### src/rtl/sigmoid_pwl_pipe.sv
// Three-stage streaming piecewise-linear sigmoid/tanh unit with valid/ready flow control.
// S1 folds the sign and selects a segment, S2 evaluates the shift-add segment, S3 applies sign/mode.
module sigmoid_pwl_pipe #(
  parameter int DATA_W   = 32,
  parameter int FRAC_W   = 24,
  parameter int OUT_W    = 16,
  parameter int OUT_FRAC = 14,
  parameter int TAG_W    = 8
) (
  input  logic              clk,
  input  logic              rst,
  input  logic              in_valid,
  output logic              in_ready,
  input  logic [DATA_W-1:0] in_data,
  input  logic              in_mode,
  input  logic [TAG_W-1:0]  in_tag,
  output logic              out_valid,
  input  logic              out_ready,
  output logic [OUT_W-1:0]  out_data,
  output logic              out_mode,
  output logic [TAG_W-1:0]  out_tag,
  output logic              busy
);

  localparam int F_W = FRAC_W + 2;
  localparam int R_W = FRAC_W + 3;
  localparam int SH  = FRAC_W - OUT_FRAC;

  localparam logic [DATA_W-1:0] U_ONE   = DATA_W'(1) << FRAC_W;
  localparam logic [DATA_W-1:0] U_2P375 = DATA_W'(19) << (FRAC_W - 3);
  localparam logic [DATA_W-1:0] U_2P5   = DATA_W'(5) << (FRAC_W - 1);
  localparam logic [DATA_W-1:0] U_5     = DATA_W'(5) << FRAC_W;
  localparam logic [DATA_W-1:0] U_MIN   = {1'b1, {(DATA_W-1){1'b0}}};
  localparam logic [DATA_W-1:0] U_MAX   = {1'b0, {(DATA_W-1){1'b1}}};

  localparam logic [F_W-1:0] F_ONE = F_W'(1) << FRAC_W;
  localparam logic [F_W-1:0] F_C0  = F_W'(1) << (FRAC_W - 1);
  localparam logic [F_W-1:0] F_C1  = F_W'(5) << (FRAC_W - 3);
  localparam logic [F_W-1:0] F_C2  = F_W'(27) << (FRAC_W - 5);

  localparam logic signed [R_W-1:0] R_ONE = R_W'(1) << FRAC_W;

  // Magnitude with the most-negative code pinned to the largest positive value,
  // which lands in the flat region for both modes.
  function automatic logic [DATA_W-1:0] abs_sat(input logic signed [DATA_W-1:0] x);
    logic [DATA_W-1:0] ux;
    ux = x;
    if (ux == U_MIN)
      return U_MAX;
    else if (x < 0)
      return DATA_W'(-x);
    else
      return ux;
  endfunction

  function automatic logic [1:0] region_of(input logic [DATA_W-1:0] u);
    if (u < U_ONE)
      return 2'd0;
    else if (u < U_2P375)
      return 2'd1;
    else if (u < U_5)
      return 2'd2;
    else
      return 2'd3;
  endfunction

  function automatic logic [OUT_W-1:0] floor_out(input logic signed [R_W-1:0] r);
    logic signed [R_W-1:0] q;
    q = r >>> SH;
    return OUT_W'(q);
  endfunction

  logic ld_p0, ld_p1, ld_p2;
  logic vld_p0, vld_p1, vld_p2;

  logic              sign_p0, mode_p0;
  logic [TAG_W-1:0]  tag_p0;
  logic [DATA_W-1:0] u_p0;
  logic [1:0]        reg_p0;

  logic              sign_p1, mode_p1;
  logic [TAG_W-1:0]  tag_p1;
  logic [F_W-1:0]    f_p1;

  logic [OUT_W-1:0]  data_p2;
  logic              mode_p2;
  logic [TAG_W-1:0]  tag_p2;

  logic signed [DATA_W-1:0] x_in;
  logic [DATA_W-1:0]        a_in, u_in;
  logic [F_W-1:0]           f_nxt;
  logic signed [R_W-1:0]    fs, t_nxt, r_nxt;

  // A stage loads when empty or when its occupant moves on this cycle.
  assign ld_p2    = !vld_p2 || out_ready;
  assign ld_p1    = !vld_p1 || ld_p2;
  assign ld_p0    = !vld_p0 || ld_p1;
  assign in_ready = ld_p0;

  assign busy      = vld_p0 | vld_p1 | vld_p2;
  assign out_valid = vld_p2;
  assign out_data  = data_p2;
  assign out_mode  = mode_p2;
  assign out_tag   = tag_p2;

  always_ff @(posedge clk) begin
    if (rst) begin
      vld_p0 <= 1'b0;
      vld_p1 <= 1'b0;
      vld_p2 <= 1'b0;
    end else begin
      if (ld_p0) vld_p0 <= in_valid;
      if (ld_p1) vld_p1 <= vld_p0;
      if (ld_p2) vld_p2 <= vld_p1;
    end
  end

  // ---- S1: fold sign, pre-scale for tanh, select segment ----
  always_comb begin
    x_in = $signed(in_data);
    a_in = abs_sat(x_in);
    u_in = a_in;
    if (in_mode)
      u_in = (a_in >= U_2P5) ? U_5 : (a_in << 1);
  end

  always_ff @(posedge clk) begin
    if (ld_p0 && in_valid) begin
      sign_p0 <= in_data[DATA_W-1];
      mode_p0 <= in_mode;
      tag_p0  <= in_tag;
      u_p0    <= u_in;
      reg_p0  <= region_of(u_in);
    end
  end

  // ---- S2: shift-add segment evaluation, truncating shifted-out bits ----
  always_comb begin
    f_nxt = F_ONE;
    case (reg_p0)
      2'd0:    f_nxt = F_W'(u_p0 >> 2) + F_C0;
      2'd1:    f_nxt = F_W'(u_p0 >> 3) + F_C1;
      2'd2:    f_nxt = F_W'(u_p0 >> 5) + F_C2;
      default: f_nxt = F_ONE;
    endcase
  end

  always_ff @(posedge clk) begin
    if (ld_p1 && vld_p0) begin
      sign_p1 <= sign_p0;
      mode_p1 <= mode_p0;
      tag_p1  <= tag_p0;
      f_p1    <= f_nxt;
    end
  end

  // ---- S3: mirror for negative inputs, map to tanh, floor to output format ----
  always_comb begin
    fs    = $signed(R_W'(f_p1));
    t_nxt = (fs <<< 1) - R_ONE;
    if (mode_p1)
      r_nxt = sign_p1 ? -t_nxt : t_nxt;
    else
      r_nxt = sign_p1 ? (R_ONE - fs) : fs;
  end

  always_ff @(posedge clk) begin
    if (rst) begin
      data_p2 <= '0;
      mode_p2 <= 1'b0;
      tag_p2  <= '0;
    end else if (ld_p2 && vld_p1) begin
      data_p2 <= floor_out(r_nxt);
      mode_p2 <= mode_p1;
      tag_p2  <= tag_p1;
    end
  end

endmodule
### config.mk
export PLATFORM = sky130hd
export DESIGN_NAME = sigmoid_pwl_pipe
export DESIGN_NICKNAME = d
export VERILOG_FILES = /design/src/rtl/sigmoid_pwl_pipe.sv
export SDC_FILE = /design/constraint.sdc
export NUM_CORES = 1
export LEC_CHECK = 0
export CORE_MARGIN = 5
export CORE_UTILIZATION = 60
export CTS_BUF_LIST = sky130_fd_sc_hd__clkbuf_4 sky130_fd_sc_hd__clkbuf_8
export CTS_CLUSTER_DIAMETER = 80
export DETAILED_ROUTE_END_ITERATION = 16
export PLACE_DENSITY = 0.85
export SLEW_MARGIN = 20
export SYNTH_ARGS = -nofsm -noshare
export SYNTH_HDL_FRONTEND = slang
export SYNTH_SLANG_ARGS = --single-unit
### constraint.sdc
create_clock -name clk -period 9.07 [get_ports clk]
set_input_delay 1.814 -clock clk [delete_from_list [all_inputs] [get_ports clk]]
set_output_delay 1.814 -clock clk [all_outputs]
set_load 0.1 [all_outputs]
== After elaboration in Yosys (flattened, before gate mapping) ==
Cells that the tools add are included.

* Word-level logic and storage cells: 54
* Bits in registers: 107
* Input port bits: 45

* Reduce and logical (&&, ||, !) cells: 11
* Multiplexer cells: 10
* Order comparisons: 5
* Equal/unequal tests: 3
* $add $sub $neg: 7
* Bitwise gates (word level): 2

{| class="wikitable"
|+ Operators by type and width
! kind !! number
|-
| $mux W32 || 4
|-
| $add A26 B24 Y26 const B || 3
|-
| $mux W26 || 3
|-
| $pmux W26 S3 || 1
|-
| $eq A32 B32 Y1 const B || 1
|-
| $ge A32 B26 Y1 const B || 1
|-
| $lt A32 B1 Y1 const B || 1
|-
| $lt A32 B25 Y1 const B || 1
|-
| $lt A32 B26 Y1 const B || 1
|-
| $lt A32 B27 Y1 const B || 1
|-
| $neg A32 Y32 || 1
|-
| $neg A26 Y26 || 1
|-
| $sub A25 B26 Y26 const A || 1
|-
| $sub A26 B26 Y26 const B || 1
|-
| $logic_and A1 B1 Y1 || 3
|-
| $logic_not A1 Y1 || 3
|-
| $logic_or A1 B1 Y1 || 3
|-
| $eq A2 B1 Y1 const B || 1
|-
| $eq A2 B2 Y1 const B || 1
|-
| $logic_not A2 Y1 || 1
|-
| $mux W1 || 2
|-
| $or A1 B1 Y1 || 2
|-
| $reduce_or A2 Y1 || 1
|}

== Longest topological paths before layout ==
* Depth in word-level cells: 9
* Depth in mapped cells: 11
* Mapped depth without buffers: 10

== Least setup slack after synthesis ==
OpenSTA, ideal clock, no wires.

* Path kind: input -> register
* Start: input out_ready
* End: register f_p1[0] (enable)
* Cell stages on the path: 2
* Data arrival time: 4,574 ps
* Path slack: 4,012 ps
* Setup time: 485 ps
* Data required time: 8,585 ps
* Cells stage by stage: nor2b_1 a21boi_0

* Word-level cells in the longest chain between the ends: 3

{| class="wikitable"
|+ RTL lines
! element !! RTL line !! RTL
|-
| from (decl) || 18 || <nowiki>input logic out_ready,</nowiki>
|-
| $logic_or A1 B1 Y1 || 95 || <nowiki>assign ld_p2 = !vld_p2 || out_ready;</nowiki>
|-
| $logic_or A1 B1 Y1 || 96 || <nowiki>assign ld_p1 = !vld_p1 || ld_p2;</nowiki>
|-
| $logic_and A1 B1 Y1 || 149 || <nowiki>if (ld_p1 && vld_p0) begin</nowiki>
|-
| to (signal assigned) || 153 || <nowiki>f_p1 <= f_nxt;</nowiki>
|-
| to (decl) || 83 || <nowiki>logic [F_W-1:0] f_p1;</nowiki>
|}

Every way passes these cells.
A chain may end at the register's enable or synchronous reset.

== Worst setup path in the final report ==
* Start: input out_ready
* End: output in_ready

* Word-level cells in the longest chain between the ends: 3

{| class="wikitable"
|+ RTL lines
! element !! RTL line !! RTL
|-
| $logic_or A1 B1 Y1 || 95 ||
|-
| $logic_or A1 B1 Y1 || 96 ||
|-
| $logic_or A1 B1 Y1 || 97 || <nowiki>assign ld_p0 = !vld_p0 || ld_p1;</nowiki>
|-
| to (decl) || 13 || <nowiki>output logic in_ready,</nowiki>
|}

Every way passes these cells.

==> key figures <==
Run status
  • Status: completed

Pwr
  • Final Total Pwr: around 1.1 mW
  • Max IR drop VDD: approximately 94 µV
  • Power Density: roughly 150 nW/µm²
  • Lkg Pwr: 2.49 nW

CTS
  • Clock tree buffer depth: 2
  • CTS tree: built
  • Root buffer cell: clkbuf_8
  • CTS Hold Buffers Added: 0
  • Clock sink count: 105
  • Post-CTS setup buffers: 0
  • Num CTS Buffers: 9
  • PostCTS Resize Cnt: 0
  • H-tree level count: 3
  • Clk_lat worst skew: approximately 0.37 ns
  • Clock transition at path regs: about 0.10 ns

Timing
  • Fin worst setup slack: ~3.3 ns
  • RSZ-0062 raised after global routing: no
  • Clock skew: 0.0132 ns
  • Final Hold Fails: 0
  • Peak Freq: approximately 170 MHz
  • Slew margin rel.: 0.329
  • TNS Setup: 0 ns
  • Final setup vio count: 0
  • Period Utilization, post-route: 0.633
  • Shortest period the worst path allows: roughly 5.7 ns
  • Fin. max-slew vios: 0
  • Slew at the pin with the worst max-slew slack: around 1 ns

Die
  • Core region area: between 10000 and 15000 µm²
  • FP Rows: 37
  • Chip Height: roughly 110 µm
  • IO Pins: 73
  • DIE AREA: 12900 µm²
  • Die X: about 110 µm
  • Starting Density: 0.619

Worst hold path
  • Class of the worst hold path: flip-flop to flip-flop

Placement
  • Port Buf Inserts: 72
  • Placed cell count: between 800 and 900
  • Pre-CTS WS: roughly 3.3 ns
  • Post-DP HPWL: around 10 mm
  • Gpl congestion: 0.945

GRT
  • GRT overflow: 0
  • GRT Overall Usage: 0.212
  • Initial antenna violation count: 0
  • Vias in the first global route: roughly 5000
  • Largest net degree at the start of global routing: between 50 and 60
  • First-pass GRT wire length: approximately 23 mm

Critical path
  • R2R setup slack: 6.15 ns
  • Slowest stage delay, CP: 1.00 ns
  • Critical path peak fanout: 7
  • Setup CP Type: input port to primary output
  • CP Cell Sequence: clkdlybuf4s50_1 -> nor2b_1 -> nand3_1 -> clkdlybuf4s50_1
  • Worst setup SP type: input port
  • CP most frequent cell: clkdlybuf4s50_1
  • Crit. End Element: primary output
  • CP top delay family: buffers and inverters
  • Worst EP arrival: ~4 ns
  • Crit path required time: between 7 and 8 ns
  • Worst path buffer plus inverter count: 2
  • CP max stage cell: clkdlybuf4s50_1

Synth
  • Average size of a mapped cell: slightly above 9 µm²
  • Synth Net Count: 756
  • Asr flop ratio synth: 0
  • Ys Warns: 0
  • Main synth FF type: edfxtp_1
  • Sequential share of the synthesized area: 0.445
  • Yosys reg bits: 105
  • EDFF count, synth: 77
  • Synthesized area: roughly 6500 µm²
  • Gate Count Post-Synth: between 700 and 800
  • Synth unique cells: 80

Layout
  • # nets final: between 700 and 800
  • Inserted Diodes: 0
  • Synth-to-layout area growth: 15.2%
  • Filler cells: between 700 and 800
  • Fin cells: around 900
  • Final Core Density: 0.713
  • Share of layout cells above drive strength 1: 0.0864

Route
  • Pre-antenna DRT Iters: 5
  • Vias: approximately 5500
  • Antenna Nets Post-Route: 0
  • Routed vias/inst: 6.16
  • Initial DRC count: a little over 400
  • DR DRC count: 0
  • Wire per inst: around 15 µm
  • Routed WL: ~14 mm

Flow run
  • Max cap viols: 0
per-stage QoR:
stage               area (µm²)  hold WS [ns]
global route              7430         0.429
floorplan                 6450         0.400
global placement          7190         0.403
detailed placement        7190         0.405
finish                    7430         0.428
CTS                       7370         0.429
registers in the layout, summed over array words and instances, names as in the netlist, 2 cells and up:
register	flops
tag_p1	8
f_p1	26
reg_p0	2
out_data	16
tag_p0	8
out_tag	8
u_p0	29
report_power, final:
group          switching, mW  internal [mW]
Sequential            0.0268          0.556
Clock                  0.168          0.105
Combinational          0.140         0.0898
Total                  0.334          0.751
cell usage after synthesis (all sizes together) (11+ instances only):
| cell | count | share of area |
|---|---|---|
| nor2 | 62 | 0.036 |
| inv | 15 | 0.0087 |
| o31ai | 11 | 0.014 |
| clkbuf | 41 | 0.029 |
| a211oi | 15 | 0.020 |
| mux2i | 15 | 0.024 |
| a31oi | 12 | 0.012 |
| o21ai | 51 | 0.040 |
| nor2b | 26 | 0.025 |
| nor3 | 13 | 0.011 |
| o22ai | 29 | 0.028 |
| nand2 | 91 | 0.053 |
| a21oi | 63 | 0.049 |
| dfxtp | 28 | 0.087 |
| nor4 | 11 | 0.021 |
| xnor2 | 25 | 0.034 |
| edfxtp | 77 | 0.36 |
layout by cell type, fill, tap and decap left out, types with 4 or more instances in the layout:
master,netlist,routed
xnor2_1,25,25
dfxtp_1,28,28
a21oi_1,62,62
o22ai_1,29,29
a31oi_1,12,11
clkbuf_8,3,9
or4_1,6,6
nand3_1,9,9
nand2_1,91,91
clkdlybuf4s50_1,0,72
or2_2,4,4
nor4_1,6,6
edfxtp_1,77,77
nand4_1,8,8
mux2_2,4,4
nor2b_1,26,26
o41ai_1,4,4
a211oi_1,13,13
nor3_1,12,12
mux2i_1,14,14
inv_1,15,15
or3_1,6,6
nor2_1,62,62
o31ai_1,10,10
buf_4,0,6
ha_1,7,7
o21ai_0,49,49
nor4_4,4,4
o221ai_1,4,4
a211o_1,4,4
cells by family (layout without fill, tap and decap cells):
| logic type | after synthesis | count (layout) | share of synthesized area |
|---|---|---|---|
| compound gates | 219 | 219 | 0.216 |
| xor+xnor | 28 | 28 | 0.0380 |
| fa+ha+maj | 7 | 7 | 0.0136 |
| buf+inv | 65 | 113 | 0.0444 |
| flops | 105 | 105 | 0.445 |
| mux | 19 | 19 | 0.0308 |
| simple gates | 261 | 261 | 0.212 |
routing by layer:
metal  wire length [µm]  GRT usage
met4                366      0.106
met2               6770      0.356
met3                661     0.0308
met5                  0          0
met1               5910      0.266
cell type report:
class	count	area, µm²	area share
well taps	136	170	0.0229
flip-flops and latches	105	2870	0.387
clock buffers	9	124	0.0167
multi-input cells	534	3320	0.447
repair buffers	81	823	0.111
clock inverters	7	61.3	0.00825
inverters	16	60.1	0.00808
final timing paths:
| kind | from | end | cells after the start |
|---|---|---|---|
| worst max-delay path | out_ready | in_ready | 4 |
| worst min-delay path | tag_p0[7] | tag_p1[7] | 0 |
| worst max register to register | f_p1[14] | out_data[14] | 8 |
| worst min register to register | tag_p0[7] | tag_p1[7] | 0 |
worst register-to-register path, cell delays in order (launching register included):
cell and delay, ns:
edfxtp_1 0.51, or4_1 0.59, nor4_1 0.31, nand4b_1 0.38, nor3_2 0.40, nand2b_1 0.18
and2_1 0.12, o21ai_0 0.09, a311oi_1 0.26
Note: power is estimated with default switching activity, not from simulation.
